[src/rtl/tile_dma_ctrl_pkg.sv]
// Shared definitions for the tile DMA controller: controller state encoding,
// array geometry and default bus widths.
package tile_dma_ctrl_pkg;

  // Array geometry: four operand rows in, four result rows out.
  localparam int unsigned Rows    = 4;
  localparam int unsigned RowBits = 2;
  // Sequencing index must reach Rows (FETCH runs Rows + 1 cycles).
  localparam int unsigned IdxBits = 3;

  // Default widths.
  localparam int unsigned DefAddrBits  = 16;
  localparam int unsigned DefDataBits  = 32;
  localparam int unsigned DefDataCBits = 128;
  localparam int unsigned DefTimeout   = 64;

  typedef enum logic [2:0] {
    StIdle,
    StFetch,
    StRun,
    StWb,
    StDone
  } state_e;

endpackage

[src/rtl/tile_row_fetch.sv]
// Address/capture sequencer for one global buffer (A or B).
//
// During FETCH (idx 0..4) it drives addr = base + idx for idx < 4 and captures
// rd_data into row idx-1 for idx >= 1, matching a buffer whose read data
// appears one cycle after the address. Rows are held until the next FETCH.
//
// Ports:
//   clk, rst_n : clock, asynchronous active-low reset
//   load       : latch base (start accepted in IDLE)
//   base       : first row address
//   fetch      : controller is in FETCH
//   idx        : FETCH cycle index, 0..Rows
//   addr       : buffer read address (0 outside the address phase)
//   rd_data    : buffer read data
//   rows       : captured operand rows, rows[0] is the row at base
module tile_row_fetch
  import tile_dma_ctrl_pkg::*;
#(
  parameter int unsigned ADDR_BITS = DefAddrBits,
  parameter int unsigned DATA_BITS = DefDataBits
) (
  input  logic                             clk,
  input  logic                             rst_n,
  input  logic                             load,
  input  logic [ADDR_BITS-1:0]             base,
  input  logic                             fetch,
  input  logic [IdxBits-1:0]               idx,
  output logic [ADDR_BITS-1:0]             addr,
  input  logic [DATA_BITS-1:0]             rd_data,
  output logic [Rows-1:0][DATA_BITS-1:0]   rows
);

  logic [ADDR_BITS-1:0]           base_q;
  logic [Rows-1:0][DATA_BITS-1:0] rows_q;
  logic                           addr_phase;
  logic                           capture;

  assign addr_phase = fetch && (idx < IdxBits'(Rows));
  assign capture    = fetch && (idx != '0);

  // Sum truncates to ADDR_BITS, so base + idx wraps modulo the address space.
  assign addr = addr_phase ? (base_q + ADDR_BITS'(idx)) : '0;
  assign rows = rows_q;

  always_ff @(posedge clk or negedge rst_n) begin
    if (!rst_n) begin
      base_q <= '0;
      rows_q <= '0;
    end else begin
      if (load) begin
        base_q <= base;
      end
      if (capture) begin
        rows_q[RowBits'(idx - 1'b1)] <= rd_data;
      end
    end
  end

endmodule

[src/rtl/tile_dma_ctrl.sv]
// Per-tile controller between the global buffers and the 4x4 systolic array.
//
// Sequence: IDLE -> FETCH (5 cycles, A and B rows) -> RUN (sa_busy high until
// sa_done or timeout) -> WB (4 C row writes) -> DONE (1-cycle done pulse).
// A timeout in RUN sets the sticky err flag and skips write-back.
//
// Ports:
//   clk, rst_n               : clock, asynchronous active-low reset
//   start, base_A/B/C        : tile request and row base addresses (IDLE only)
//   A_addr/A_data            : global buffer A read port (1-cycle latency)
//   B_addr/B_data            : global buffer B read port (1-cycle latency)
//   C_wen/C_addr/C_data      : global buffer C write port
//   sa_busy/sa_done          : array handshake
//   sa_A0..3, sa_B0..3       : operand rows to the array
//   sa_C0..3                 : result rows from the array
//   ready, done, err         : idle flag, completion pulse, sticky timeout
module tile_dma_ctrl
  import tile_dma_ctrl_pkg::*;
#(
  parameter int unsigned ADDR_BITS  = DefAddrBits,
  parameter int unsigned DATA_BITS  = DefDataBits,
  parameter int unsigned DATAC_BITS = DefDataCBits,
  parameter int unsigned TIMEOUT    = DefTimeout
) (
  input  logic                  clk,
  input  logic                  rst_n,
  input  logic                  start,
  input  logic [ADDR_BITS-1:0]  base_A,
  input  logic [ADDR_BITS-1:0]  base_B,
  input  logic [ADDR_BITS-1:0]  base_C,
  output logic [ADDR_BITS-1:0]  A_addr,
  input  logic [DATA_BITS-1:0]  A_data,
  output logic [ADDR_BITS-1:0]  B_addr,
  input  logic [DATA_BITS-1:0]  B_data,
  output logic                  C_wen,
  output logic [ADDR_BITS-1:0]  C_addr,
  output logic [DATAC_BITS-1:0] C_data,
  output logic                  sa_busy,
  input  logic                  sa_done,
  output logic [DATA_BITS-1:0]  sa_A0,
  output logic [DATA_BITS-1:0]  sa_A1,
  output logic [DATA_BITS-1:0]  sa_A2,
  output logic [DATA_BITS-1:0]  sa_A3,
  output logic [DATA_BITS-1:0]  sa_B0,
  output logic [DATA_BITS-1:0]  sa_B1,
  output logic [DATA_BITS-1:0]  sa_B2,
  output logic [DATA_BITS-1:0]  sa_B3,
  input  logic [DATAC_BITS-1:0] sa_C0,
  input  logic [DATAC_BITS-1:0] sa_C1,
  input  logic [DATAC_BITS-1:0] sa_C2,
  input  logic [DATAC_BITS-1:0] sa_C3,
  output logic                  ready,
  output logic                  done,
  output logic                  err
);

  localparam int unsigned CntBits = $clog2(TIMEOUT + 1);

  state_e                          state_q, state_d;
  logic [IdxBits-1:0]              idx_q, idx_d;
  logic [CntBits-1:0]              cnt_q, cnt_d;
  logic                            err_q, err_d;
  logic [ADDR_BITS-1:0]            base_c_q, base_c_d;
  logic [Rows-1:0][DATAC_BITS-1:0] c_rows_q, c_rows_d;
  logic                            load;
  logic                            fetch;
  logic                            in_wb;
  logic [Rows-1:0][DATA_BITS-1:0]  a_rows, b_rows;

  assign fetch = (state_q == StFetch);
  assign in_wb = (state_q == StWb);

  tile_row_fetch #(
    .ADDR_BITS (ADDR_BITS),
    .DATA_BITS (DATA_BITS)
  ) u_fetch_a (
    .clk     (clk),
    .rst_n   (rst_n),
    .load    (load),
    .base    (base_A),
    .fetch   (fetch),
    .idx     (idx_q),
    .addr    (A_addr),
    .rd_data (A_data),
    .rows    (a_rows)
  );

  tile_row_fetch #(
    .ADDR_BITS (ADDR_BITS),
    .DATA_BITS (DATA_BITS)
  ) u_fetch_b (
    .clk     (clk),
    .rst_n   (rst_n),
    .load    (load),
    .base    (base_B),
    .fetch   (fetch),
    .idx     (idx_q),
    .addr    (B_addr),
    .rd_data (B_data),
    .rows    (b_rows)
  );

  always_comb begin
    state_d  = state_q;
    idx_d    = idx_q;
    cnt_d    = cnt_q;
    err_d    = err_q;
    base_c_d = base_c_q;
    c_rows_d = c_rows_q;
    load     = 1'b0;

    case (state_q)
      StIdle: begin
        if (start) begin
          load     = 1'b1;
          err_d    = 1'b0;
          base_c_d = base_C;
          idx_d    = '0;
          state_d  = StFetch;
        end
      end
      StFetch: begin
        // Last operand row lands on the exit edge, so operands are stable
        // before the array first sees busy.
        if (idx_q == IdxBits'(Rows)) begin
          idx_d   = '0;
          cnt_d   = '0;
          state_d = StRun;
        end else begin
          idx_d = idx_q + 1'b1;
        end
      end
      StRun: begin
        // Leaving RUN drops sa_busy on the same edge, so the array never sees
        // busy again once it has reported done.
        if (sa_done) begin
          c_rows_d[0] = sa_C0;
          c_rows_d[1] = sa_C1;
          c_rows_d[2] = sa_C2;
          c_rows_d[3] = sa_C3;
          idx_d       = '0;
          state_d     = StWb;
        end else if (cnt_q == CntBits'(TIMEOUT - 1)) begin
          err_d   = 1'b1;
          state_d = StDone;
        end else begin
          cnt_d = cnt_q + 1'b1;
        end
      end
      StWb: begin
        if (idx_q == IdxBits'(Rows - 1)) begin
          idx_d   = '0;
          state_d = StDone;
        end else begin
          idx_d = idx_q + 1'b1;
        end
      end
      StDone: begin
        state_d = StIdle;
      end
      default: begin
        state_d = StIdle;
      end
    endcase
  end

  always_ff @(posedge clk or negedge rst_n) begin
    if (!rst_n) begin
      state_q  <= StIdle;
      idx_q    <= '0;
      cnt_q    <= '0;
      err_q    <= 1'b0;
      base_c_q <= '0;
      c_rows_q <= '0;
    end else begin
      state_q  <= state_d;
      idx_q    <= idx_d;
      cnt_q    <= cnt_d;
      err_q    <= err_d;
      base_c_q <= base_c_d;
      c_rows_q <= c_rows_d;
    end
  end

  // Outputs decode straight from state so an async reset kills any write at once.
  assign ready   = (state_q == StIdle);
  assign done    = (state_q == StDone);
  assign sa_busy = (state_q == StRun);
  assign err     = err_q;
  assign C_wen   = in_wb;
  assign C_addr  = in_wb ? (base_c_q + ADDR_BITS'(idx_q)) : '0;
  assign C_data  = in_wb ? c_rows_q[idx_q[RowBits-1:0]] : '0;

  assign sa_A0 = a_rows[0];
  assign sa_A1 = a_rows[1];
  assign sa_A2 = a_rows[2];
  assign sa_A3 = a_rows[3];
  assign sa_B0 = b_rows[0];
  assign sa_B1 = b_rows[1];
  assign sa_B2 = b_rows[2];
  assign sa_B3 = b_rows[3];

endmodule

[config.mk]
export PLATFORM = sky130hd
export DESIGN_NAME = tile_dma_ctrl
export DESIGN_NICKNAME = d
export VERILOG_FILES = /design/src/rtl/tile_dma_ctrl_pkg.sv /design/src/rtl/tile_row_fetch.sv /design/src/rtl/tile_dma_ctrl.sv
export SDC_FILE = /design/constraint.sdc
export NUM_CORES = 1
export LEC_CHECK = 0
export CORE_AREA = 2 2 413 415
export CTS_CLUSTER_DIAMETER = 50
export CTS_CLUSTER_SIZE = 28
export DETAILED_ROUTE_END_ITERATION = 8
export DIE_AREA = 0 0 415 417
export GPL_ROUTABILITY_DRIVEN = 0
export PLACE_DENSITY = 0.42
export SYNTH_ARGS = -nofsm -noshare
export SYNTH_HDL_FRONTEND = slang
export SYNTH_SLANG_ARGS = --single-unit
[constraint.sdc]
create_clock -name clk -period 7.5 [get_ports clk]
set_clock_uncertainty 0.05 [all_clocks]
set_input_delay 1.125 -clock clk [delete_from_list [all_inputs] [get_ports clk]]
set_output_delay 1.125 -clock clk [all_outputs]
set_load 0.02 [all_outputs]
# == Yosys cells after proc, flatten, opt, wreduce, memory -nomap -nowiden ==
# Cells that the tools add are included.
# word_totals
regBits,830
inputBits,628
out_inout_bits,437
word_cells,89
# op_classes
addsub,6
n_lt_le_gt_ge,4
n_eq_ne,15
n_mux,31
n_reduce_logical,14
# op_table
operator,count
$bmux W128 S2,1
$bwmux W128,2
$mux W128,2
$demux W32 S2,1
$add A16 B3 Y16,3
$mux W16,3
$mux W32,1
$mux W3,9
$pmux W3 S4,2
$mux W7,3
$pmux W7 S2,1
$reduce_and A4 Y1,3
$eq A3 B2 Y1 const B,3
$ne A2 B2 Y1 const B,4
$add A7 B1 Y7 const B,1
$eq A7 B6 Y1 const B,1
$eq A3 B3 Y1 const B,2
$lt A2 B3 Y1 const B,2
$ne A2 B1 Y1 const B,3
$mux W1,5
$reduce_and A2 Y1,2
$reduce_bool A2 Y1,2
$reduce_bool A4 Y1,1
$add A3 B1 Y3 const B,1
other kinds (10),12

# == Depth between registers and ports, before layout ==
# Gate-level depths: netlist (run 1).
# logic_depth
ltp_word,6
mapped_depth,11
depth_no_buf,7

# == Hierarchy ==
# From an unflattened synthesis (run 1), not the netlist that was laid out.
# unflattened
hier_cells,2350
hier_area_um2,36593.8
# modules_own_cells
mod,n_inst,cells_per_inst,area_per_inst_um2,seq_area_each_um2
tile_dma_ctrl,1,1585,24943.9,13563.0
tile_row_fetch at u_fetch_b,1,384,5833.1,3603.5
tile_row_fetch at u_fetch_a,1,381,5816.8,3603.5

# == Worst setup path after synthesis (run 1) ==
# OpenSTA, ideal clock, no wires.
# synth_path
path_type,register to output
startpoint,register idx_q[1]
endpoint,output C_addr[10]
arrival_ns,2.902
t_required_ns,6.325
slack_ns,3.423
path_stages_with_launch,9
n_path_buf,2
path_cell_list,dfrtp_1 clkbuf_1 clkbuf_1 inv_1 fa_1 nor2b_1 o211ai_1 or3_1 a21oi_1
# synth_between
elab_chain_cells,2
# synth_lines
element,line_no,source
"start, declared",tile_dma_ctrl.sv:60,"logic [IdxBits-1:0] idx_q, idx_d;"
"start signal, assigned",tile_dma_ctrl.sv:177,idx_q <= idx_d;
$add A16 B3 Y16,tile_dma_ctrl.sv:191,assign C_addr = in_wb ? (base_c_q + ADDR_BITS'(idx_q)) : '0;
$mux W16,tile_dma_ctrl.sv:191,
"end, declared",tile_dma_ctrl.sv:36,"output logic [ADDR_BITS-1:0] C_addr,"
# No other way between the ends.

# == Final worst setup path (run 1) ==
# layout_path
startpoint,register idx_q[1]
endpoint,output C_addr[14]
# Same word-level chain as after synthesis.

==> run summary, run 1 <==
## STA
• 5.756 ns — shortest clock period the worst path allows after layout
• 0 — number of pins with negative max-slew slack in the final report
• 30.92% — Worst slew margin
• 76.75% — post-route fraction of the period consumed by the critical path
• 0 ns — sum of negative setup slack
• false — unrepaired setup endpoints after global routing
• 1.034 ns — transition at the pin with the smallest max-transition slack
• 0 — setup violators final
• 0 — endpoints failing hold
• 0.1737 GHz — highest achievable clock rate

## Global routing
• 112 — initial antenna violation count
• 0 — gr ovfl total
• 17.99% — All-Layer GR Usage
• 26.99k — vias in the first global route
• 148 — pin count of the biggest net entering global routing
• 219.8 mm — first-pass GRT wire length

## Yosys
• 4.187% — fraction of the mapped netlist area in simple logic gates
• 32.87% — fraction of synthesized area in multiplexers
• 100.0% — share of flip-flops with an asynchronous set or reset
• 36580 um2 — Cell Area, Synth
• 56.78% — part of the Yosys area used for sequential elements
• 830 — number of flip-flops and latches in the synthesized netlist
• 2338 — instance count of the mapped netlist
• 0 — number of enable-type register cells in the synthesized netlist
• 15.65 um2 — syn_area_per_cell
• multiplexers — largest family of logic cells by synthesized area
• 2986 — Mapped Nets
• 51 — number of unique standard cell types used by synthesis
• 0.5267% — fraction of synthesized cell area in xor and xnor cells
• 1.502% — synthesized-area fraction occupied by ao, oa, aoi and oai cells
• sky130_fd_sc_hd__dfrtp_1 — Post-synth top flop
• 0 — synthesis warning total
• 0.7457% — adder-cell share of the synthesized area

## Clocking
• 3 — maximum clock path buffer count
• 0.77 ns — worst skew pair latency
• 139 — CTS Buf Count
• sky130_fd_sc_hd__clkbuf_16 — Root Driver
• 0 — post-CTS resize count
• 4 — H-Tree Level Count
• 0 — postcts setup bufs
• yes — CTS tree
• 0 — number of hold buffers added after cts
• 0.06 ns — clock slew at reported path FFs
• 830 — number of clock sinks seen by CTS

## Power
• 450.2 nW/um2 — areal power density over the cells
• 0.0002183 V — peak supply drop
• 22.21 nW — Lkg Pwr

## Drt
• 158.5 mm — WL final
• 25.37k — routed via count
• 1186 — first-iteration detailed-routing DRC count
• 0 — DRC violations left
• 4.385 — post-DR vias/cell
• 0 — number of nets still failing antenna checks after routing
• 27.40 um — wire length per cell
• 4 — detailed-router iteration count before antenna repair

## Finish
• 54270 um2 — post-route cell area
• 34.79% — share of post-route cells with drive strength above 1
• 4071 — Net count, final
• 14610 um2 — Multi-input gate area
• sky130_fd_sc_hd__clkdlybuf4s50_1, sky130_fd_sc_hd__dfrtp_1, sky130_fd_sc_hd__mux2_2 — commonest cells after routing, fill and taps aside
• 20780 um2 — combined flip-flop and latch cell area
• sky130_fd_sc_hd__clkdlybuf4s50_1 — leading cell type in the layout, fill and taps excluded
• 48.35% — area growth from synthesis to final layout
• 16.87k — total of fill cells in the finished design

## Floorplan
• 21.71% — initial core utilization
• 417 um — vertical die dimension
• 173100 um2 — die area
• 168500 um2 — floorplan core area
• 415 um — DIE WIDTH
• 1065 — Top-Level Pins
• 151 — Rows

## Run status
• complete, no violations — run status

## Worst setup path
• output port — Worst setup EP type
• reg -> out — Setup CP Type
• 6.32 ns — Req. time, crit path
• 4.58 ns — Worst Path Arrival
• flip-flop — Startpoint Class
• 29 — top fanout value on the critical path

## Placement
• 118.0 mm — Post-DP HPWL
• 1064 — input/output buffers
• 49240 um2 — placed inst area

## Min path
• in -> async — type of the worst min-delay path

## Flow run
• 0 — max cap viols

[flip-flops by register name (all words and copies together), names as in the netlist]
name	flops
cnt_q	7
u_fetch_a.base_q	16
idx_q	3
base_c_q	16
u_fetch_b.rows	128
u_fetch_a.rows	128
state_q	3
err	1
c_rows_q	512
u_fetch_b.base_q	16
[metrics by stage]
stage          cells  util (%)  power (mW)  hold WS, ns  worst slack, ns
3_3_place_gp    5500     29.22       17.83       0.4351            2.491
6_report        5786     32.20       24.43       0.2562            1.744
4_1_cts         5756     32.16       24.91       0.2417            1.562
3_5_place_dp    5500     29.22       17.92       0.4410            2.444
2_1_floorplan   2338         -       13.55       0.4234            3.423
5_1_grt         5771     32.18       25.77       0.2807            1.461
[layout make-up]
| class | instances | share of cell area [%] |
|---|---|---|
| Tap cell | 2218 | 5.114 |
| Sequential cell | 830 | 38.29 |
| Clock buffer | 172 | 6.991 |
| Multi-Input combinational cell | 1335 | 26.93 |
| Inverter | 21 | 0.1453 |
| Timing Repair Buffer | 1096 | 20.26 |
| Clock inverter | 84 | 2.130 |
| Antenna cell | 30 | 0.1383 |
[critical path: stages, from the launching register on]
cell and delay [ns]:
sky130_fd_sc_hd__dfrtp_4 0.80, sky130_fd_sc_hd__inv_1 0.41, sky130_fd_sc_hd__fa_1 0.52, sky130_fd_sc_hd__nor2b_1 0.32
sky130_fd_sc_hd__o211ai_1 0.35, sky130_fd_sc_hd__or3_1 0.44, sky130_fd_sc_hd__a21oi_1 0.30, sky130_fd_sc_hd__clkdlybuf4s50_1 0.67
[where the power goes]
group / switching [mW] / internal [mW]
Sequential: 1.39 / 6.71
Clock: 2.54 / 4.28
Combinational: 4.38 / 5.14
[per-layer routing]
metal	routed length, um	global-route usage [%]
met5	449	0
met4	4896	5.691
met3	12390	6.832
met2	83130	32.55
met1	57690	19.18
[cell usage after synthesis, types with 7 or more instances]
master / count / share of area (%)
sky130_fd_sc_hd__clkbuf_1: 41 / 0.42
sky130_fd_sc_hd__inv_1: 21 / 0.22
sky130_fd_sc_hd__dfrtp_1: 830 / 57
sky130_fd_sc_hd__or3_1: 8 / 0.14
sky130_fd_sc_hd__nor2_1: 36 / 0.37
sky130_fd_sc_hd__buf_1: 7 / 0.072
sky130_fd_sc_hd__mux4_2: 128 / 7.9
sky130_fd_sc_hd__a21oi_1: 20 / 0.27
sky130_fd_sc_hd__buf_2: 25 / 0.34
sky130_fd_sc_hd__ha_1: 17 / 0.58
sky130_fd_sc_hd__nor2b_1: 8 / 0.14
sky130_fd_sc_hd__mux2_2: 810 / 25
sky130_fd_sc_hd__and3_1: 133 / 2.3
sky130_fd_sc_hd__buf_6: 70 / 2.2
sky130_fd_sc_hd__nand3_1: 9 / 0.12
sky130_fd_sc_hd__buf_4: 9 / 0.18
sky130_fd_sc_hd__o211ai_1: 9 / 0.18
sky130_fd_sc_hd__o21ai_0: 27 / 0.37
sky130_fd_sc_hd__xor2_1: 14 / 0.34
sky130_fd_sc_hd__nand4_1: 8 / 0.14
sky130_fd_sc_hd__nand2_1: 29 / 0.30
sky130_fd_sc_hd__xnor2_1: 8 / 0.19
[worst paths after layout]
check | startpoint | to | slack (ns) | depth (start not counted)
setup / recovery | idx_q[1] | C_addr[14] | 1.74 | 7
hold / removal | rst_n | u_fetch_b.rows[69] | 0.26 | 1
setup reg to reg | idx_q[1] | u_fetch_b.rows[97] | 4.03 | 7
hold reg to reg | c_rows_q[271] | c_rows_q[271] | 0.45 | 1
max in group asynchronous | rst_n | u_fetch_a.base_q[1] | 5.28 | 3
min in group clk | c_rows_q[271] | c_rows_q[271] | 0.45 | 1
[logic make-up after synthesis]
group	after synthesis
AOI/OAI and AO/OA	86
xor gates and xnor gates	22
adders and majority gates	20
buffers and inverters	173
DFF	830
muxes	940
and+or+nand+nor	267
(Power assumes the default switching activity.)
==> run 2, diff against run 1 <==
--- a/config.mk
+++ b/config.mk
@@ -5,11 +5,11 @@
 export SDC_FILE = /design/constraint.sdc
 export NUM_CORES = 1
 export LEC_CHECK = 0
-export CORE_AREA = 2 2 413 415
+export CORE_AREA = 2 2 409 411
 export CTS_CLUSTER_DIAMETER = 50
 export CTS_CLUSTER_SIZE = 28
 export DETAILED_ROUTE_END_ITERATION = 8
-export DIE_AREA = 0 0 415 417
+export DIE_AREA = 0 0 411 413
 export GPL_ROUTABILITY_DRIVEN = 0
 export PLACE_DENSITY = 0.42
 export SYNTH_ARGS = -nofsm -noshare
==> constraint.sdc (replaced) <==
create_clock -name clk -period 5.9 [get_ports clk]
set_clock_uncertainty 0.05 [all_clocks]
set_input_delay 0.885 -clock clk [delete_from_list [all_inputs] [get_ports clk]]
set_output_delay 0.885 -clock clk [all_outputs]
set_load 0.02 [all_outputs]
==> run summary, run 2 (synthesis gave the netlist of run 1 again) <==
## Run status
• complete, no violations — run status

## Global routing
• 0 — gr ovfl total, unchanged
• 26.92k — vias in the first global route, -0.25%
• 18.29% — All-Layer GR Usage, +0.30 points
• 144 — pin count of the biggest net entering global routing, -2.7%
• 218.9 mm — first-pass GRT wire length, -0.42%
• 113 — initial antenna violation count, +0.89%

## Finish
• 5768 — non-filler instance count after layout, -0.31%
• sky130_fd_sc_hd__clkdlybuf4s50_1, sky130_fd_sc_hd__dfrtp_1, sky130_fd_sc_hd__mux2_2 — commonest cells after routing, fill and taps aside
• 4073 — Net count, final, +0.049%
• 54190 um2 — post-route cell area, -0.14%
• 48.14% — area growth from synthesis to final layout
• 34.76% — share of post-route cells with drive strength above 1, -0.036 points
• c_rows_q — register with the highest flop count
• 512 — number of flip-flops in the largest register, unchanged
• sky130_fd_sc_hd__clkdlybuf4s50_1 — leading cell type in the layout, fill and taps excluded
• 32.66% — end-of-flow core utilization, +0.46 points

## Floorplan
• 411 um — DIE WIDTH, -0.96%
• 413 um — vertical die dimension, -0.96%
• 169700 um2 — die area, -1.9%
• 22.05% — initial core utilization, +0.34 points
• 165900 um2 — floorplan core area, -1.6%
• 1065 — Top-Level Pins, unchanged
• 150 — Rows, -0.66%

## Clocking
• 4 — H-Tree Level Count, unchanged
• sky130_fd_sc_hd__clkbuf_16 — Root Driver
• 0 — post-CTS resize count, unchanged
• 139 — CTS Buf Count, unchanged
• yes — CTS tree
• 0 — number of hold buffers added after cts, unchanged
• 0 — postcts setup bufs, unchanged
• 830 — number of clock sinks seen by CTS, unchanged
• 0.72 ns — worst skew pair latency, -0.05 ns
• 3 — maximum clock path buffer count, unchanged
• 0.05 ns — clock slew at reported path FFs, about the same

## Worst setup path
• output port — Worst setup EP type
• 2.61 ns — internal reg-to-reg setup slack, -1.42 ns
• idx_q[1] — reg2reg start
• flip-flop — Startpoint Class
• 4.97 ns — Req. time, crit path, -1.35 ns
• u_fetch_a.rows[118] — Worst R2R End
• 4.49 ns — Worst Path Arrival, -0.09 ns
• 29 — top fanout value on the critical path, unchanged
• reg -> out — Setup CP Type
• 6 — R2R depth, -1

## Drt
• 1226 — first-iteration detailed-routing DRC count, +3.4%
• 4.397 — post-DR vias/cell, +0.26%
• 27.53 um — wire length per cell, +0.48%
• 0 — DRC violations left, unchanged
• 158.8 mm — WL final, +0.17%
• 25.36k — routed via count, -0.051%
• 4 — detailed-router iteration count before antenna repair, unchanged
• 0 — number of nets still failing antenna checks after routing, unchanged

## STA
• 0 — setup violators final, unchanged
• false — unrepaired setup endpoints after global routing
• 0 ns — sum of negative setup slack, unchanged
• 1.035 ns — transition at the pin with the smallest max-transition slack, +0.0009391 ns
• 0 — number of pins with negative max-slew slack in the final report, unchanged
• 5.427 ns — shortest clock period the worst path allows after layout
• 0 — endpoints failing hold, unchanged
• 31.00% — Worst slew margin, +0.084 points
• 0.1843 GHz — highest achievable clock rate
• 91.99% — post-route fraction of the period consumed by the critical path

## Placement
• 118.2 mm — Post-DP HPWL, +0.19%
• 1064 — input/output buffers, unchanged
• 5488 — placed cells, -0.22%
• 49300 um2 — placed inst area, +0.13%

## Min path
• in -> async — type of the worst min-delay path

## Power
• 30.94 mW — total power, +27%
• 0.0002930 V — peak supply drop, +34%
• 571.0 nW/um2 — areal power density over the cells, +27%
• 22.17 nW — Lkg Pwr, -0.16%

## Flow run
• 0 — max cap viols, unchanged

## run 2: changes by cell type in the layout (fill, tap and decap cells not counted), moves of 3 or more
cell and change:
sky130_fd_sc_hd__inv_16 -3, sky130_fd_sc_hd__buf_4 -3, sky130_fd_sc_hd__clkbuf_8 -9, sky130_fd_sc_hd__buf_12 +5
sky130_fd_sc_hd__clkinv_16 -4, sky130_fd_sc_hd__inv_8 +3
## run 2: power by group
part	total, mW	leakage, nW	switching, mW	internal, mW
logic	12.1	9.81	5.53	6.54
clock network	8.53	2.33	3.14	5.39
registers	10.3	10.0	1.80	8.54
total	30.9	22.2	10.5	20.5
## run 2: worst max-delay path: stages, from the launching register on
cell                              delay [ns]
sky130_fd_sc_hd__dfrtp_4                0.76
sky130_fd_sc_hd__inv_1                  0.35
sky130_fd_sc_hd__fa_1                   0.50
sky130_fd_sc_hd__nor2b_1                0.32
sky130_fd_sc_hd__o211ai_1               0.24
sky130_fd_sc_hd__or4_1                  0.44
sky130_fd_sc_hd__o21ai_0                0.33
sky130_fd_sc_hd__clkdlybuf4s50_1        0.82
## run 2: through the flow
step / setup slack [ns] / hold WS, ns
6_report: 0.4726 / 0.08774
5_1_grt: 0.2376 / 0.07902
4_1_cts: 0.2202 / 0.04883
3_5_place_dp: 1.054 / 0.4401
3_3_place_gp: 1.054 / 0.4341
2_1_floorplan: 2.063 / 0.4234
## run 2: worst max path at each step
stage | from | endpoint
2_1_floorplan | idx_q[1] | C_addr[10]
3_3_place_gp | idx_q[1] | B_addr[10]
3_5_place_dp | idx_q[1] | B_addr[10]
4_1_cts | idx_q[1] | B_addr[10]
5_1_grt | idx_q[1] | B_addr[10]
6_report | idx_q[1] | B_addr[10]
## run 2: metal layers
metal / track usage, % / routed length (um) / vias to the layer above
met1: 20.31 / 59480 / 13130
met4: 5.103 / 4291 / 76
li1: - / - / 10910
met5: 0 / 464 / -
met2: 31.28 / 79130 / 913
met3: 8.472 / 15450 / 332
## run 2: final cells by class
cell class,count,area (um2)
fillers,16560,111700
diodes,31,77.57
repair buffers,1098,11070
well taps,2204,2758
multi-input cells,1335,14610
clock buffers,163,3691
clock inverters,86,1116
flip-flops and latches,830,20780
inverters,21,78.83
==> run 3, diff against run 2 <==
--- a/config.mk
+++ b/config.mk
@@ -5,11 +5,11 @@
 export SDC_FILE = /design/constraint.sdc
 export NUM_CORES = 1
 export LEC_CHECK = 0
-export CORE_AREA = 2 2 409 411
+export CORE_AREA = 2 2 413 415
 export CTS_CLUSTER_DIAMETER = 50
 export CTS_CLUSTER_SIZE = 28
 export DETAILED_ROUTE_END_ITERATION = 8
-export DIE_AREA = 0 0 411 413
+export DIE_AREA = 0 0 415 417
 export GPL_ROUTABILITY_DRIVEN = 0
 export PLACE_DENSITY = 0.42
 export SYNTH_ARGS = -nofsm -noshare
==> constraint.sdc (replaced) <==
create_clock -name clk -period 6.4 [get_ports clk]
set_clock_uncertainty 0.05 [all_clocks]
set_input_delay 0.96 -clock clk [delete_from_list [all_inputs] [get_ports clk]]
set_output_delay 0.96 -clock clk [all_outputs]
set_load 0.02 [all_outputs]
==> run summary, run 3 (synthesis gave the netlist of run 1 again) <==
## Run status
• complete, no violations — run status

## Global routing
• 26.88k — vias in the first global route, -0.14%
• 32.50% — met2 layer usage reported by global route, +1.2 points
• met2 — layer carrying the most global-route usage
• 112 — initial antenna violation count, -0.88%
• 0 — gr ovfl total, unchanged
• 221.4 mm — first-pass GRT wire length, +1.2%
• 6.422% — met3 track demand over resource, -2.1 points
• 18.18% — All-Layer GR Usage, -0.11 points
• 138 — pin count of the biggest net entering global routing, -4.2%
• 19.96% — met1 GRT Util, -0.35 points

## Finish
• 34.59% — share of post-route cells with drive strength above 1, -0.17 points
• c_rows_q — register with the highest flop count
• 48.13% — area growth from synthesis to final layout, about the same
• sky130_fd_sc_hd__clkdlybuf4s50_1 — leading cell type in the layout, fill and taps excluded
• sky130_fd_sc_hd__clkdlybuf4s50_1, sky130_fd_sc_hd__dfrtp_1, sky130_fd_sc_hd__mux2_2 — commonest cells after routing, fill and taps aside
• 512 — number of flip-flops in the largest register, unchanged
• 54190 um2 — post-route cell area, about the same
• 4072 — Net count, final, -0.025%

## Drt
• 0 — number of nets still failing antenna checks after routing, unchanged
• 25.35k — routed via count, -0.043%
• 1449 — first-iteration detailed-routing DRC count, +18%
• 27.70 um — wire length per cell, +0.59%
• 160.5 mm — WL final, +1.0%
• 4.375 — post-DR vias/cell, -0.49%
• 0 — DRC violations left, unchanged
• 5 — detailed-router iteration count before antenna repair, +1

## Worst setup path
• reg -> out — Setup CP Type
• ha_1 -> inv_1 -> fa_1 -> nor2b_1 -> o211ai_1 -> or3_1 -> a21oi_1 -> clkdlybuf4s50_1 — cell breakdown of the critical path
• state_q[0] — reg2reg start
• simple AND/OR/NAND/NOR gates — cell family with the largest share of critical-path delay
• 18 — top fanout value on the critical path, -38%
• idx_q[0] — Worst Setup SP
• 0.67 ns — Worst path max stage delay, -0.15 ns
• 4.05 ns — Worst Path Arrival, -0.44 ns
• flip-flop — Startpoint Class
• 5.39 ns — Req. time, crit path, +0.42 ns
• output port — Worst setup EP type
• 2 — buffers plus inverters on the worst setup path, unchanged
• sky130_fd_sc_hd__dfrtp_4 — slowest cell on the critical path

## Clocking
• 830 — number of clock sinks seen by CTS, unchanged
• 0.05 ns — clock slew at reported path FFs, about the same
• yes — CTS tree
• 137 — CTS Buf Count, -1.4%
• 4 — H-Tree Level Count, unchanged
• 3 — maximum clock path buffer count, unchanged
• 0 — post-CTS resize count, unchanged
• 0 — number of hold buffers added after cts, unchanged
• sky130_fd_sc_hd__clkbuf_16 — Root Driver
• 0 — postcts setup bufs, unchanged
• 0.73 ns — worst skew pair latency, about the same

## Placement
• 120.5 mm — Post-DP HPWL, +1.9%
• 49280 um2 — placed inst area, about the same
• 1064 — input/output buffers, unchanged

## Floorplan
• 417 um — vertical die dimension, +0.97%
• 151 — Rows, +0.67%
• 415 um — DIE WIDTH, +0.97%
• 1065 — Top-Level Pins, unchanged
• 21.71% — initial core utilization, -0.34 points
• 168500 um2 — floorplan core area, +1.6%
• 173100 um2 — die area, +2.0%

## Power
• 27.2% — Clk network pwr share, -0.4 points
• 18.79 mW — internal cell power, -8.2%
• 34.20% — switching part of the total power, +0.35 points
• 9.769 mW — switching power, -6.7%
• 33.1% — sequential group share of total power, -0.3 points
• 39.7% — fraction of power consumed by combinational cells, +0.7 points
• 22.16 nW — Lkg Pwr, about the same
• 0.0002381 V — peak supply drop, -19%
• 527.1 nW/um2 — areal power density over the cells, -7.7%

## STA
• 1.150 ns — transition at the pin with the smallest max-transition slack, +0.1148 ns
• 23.35% — Worst slew margin, -7.7 points
• 0 ns — sum of negative setup slack, unchanged
• 5.059 ns — shortest clock period the worst path allows after layout
• 79.05% — post-route fraction of the period consumed by the critical path
• false — unrepaired setup endpoints after global routing
• 0.1977 GHz — highest achievable clock rate
• 0 — setup violators final, unchanged
• 0 — number of pins with negative max-slew slack in the final report, unchanged
• 0 — endpoints failing hold, unchanged

## Min path
• in -> async — type of the worst min-delay path

## Flow run
• 0 — max cap viols, unchanged

-- run 3: final timing paths --
path                            slack, ns  cells after the start                  to
worst max-delay path                 1.34                      8          C_addr[14]
worst min-delay path                 0.12                      1  u_fetch_b.rows[69]
worst max register to register       3.06                      5       c_rows_q[459]
worst min register to register       0.45                      1       c_rows_q[283]
max in group asynchronous            4.77                      2       c_rows_q[129]
min in group clk                     0.45                      1       c_rows_q[283]
-- run 3: power groups by stage --
stage                     Clock (mW)  Combinational, mW  Sequential [mW]
after floorplan                    0               5.94             9.94
after global placement             0               11.5             9.55
after detailed placement           0               11.5             9.56
after CTS                       8.04               11.6             9.49
after global routing            8.27               12.0             9.81
final                           7.78               11.3             9.45
-- run 3: routing by layer --
layer / vias up / share of wire, % / wire length (um)
met1: 13140 / 37 / 59380
met3: 331 / 7.5 / 12110
met4: 52 / 3.0 / 4754
met2: 927 / 52 / 83900
li1: 10900 / - / -
met5: - / 0.21 / 332
-- run 3: cell type report --
cell class | count | area, um2
fill | 16900 | 114300
sequential | 830 | 20780
multi-input combinational | 1335 | 14610
timing repair buffer | 1099 | 11030
clock buffer | 177 | 3822
tap | 2218 | 2775
clock inverter | 71 | 979.7
antenna | 43 | 107.6
inverter | 21 | 78.83
-- run 3: per-stage QoR --
stage                     utilization (%)  instances  hold slack [ns]  setup WS (ns)  total power [mW]
final                               32.15       5794           0.1174          1.341             28.56
after global routing                32.12       5773          0.09570          1.074             30.12
after CTS                           32.09       5751           0.1059          1.211             29.11
after detailed placement            29.24       5503           0.4405          2.042             21.10
after global placement              29.24       5503           0.4345          2.053             21.03
after floorplan                         -       2338           0.4234          2.488             15.88
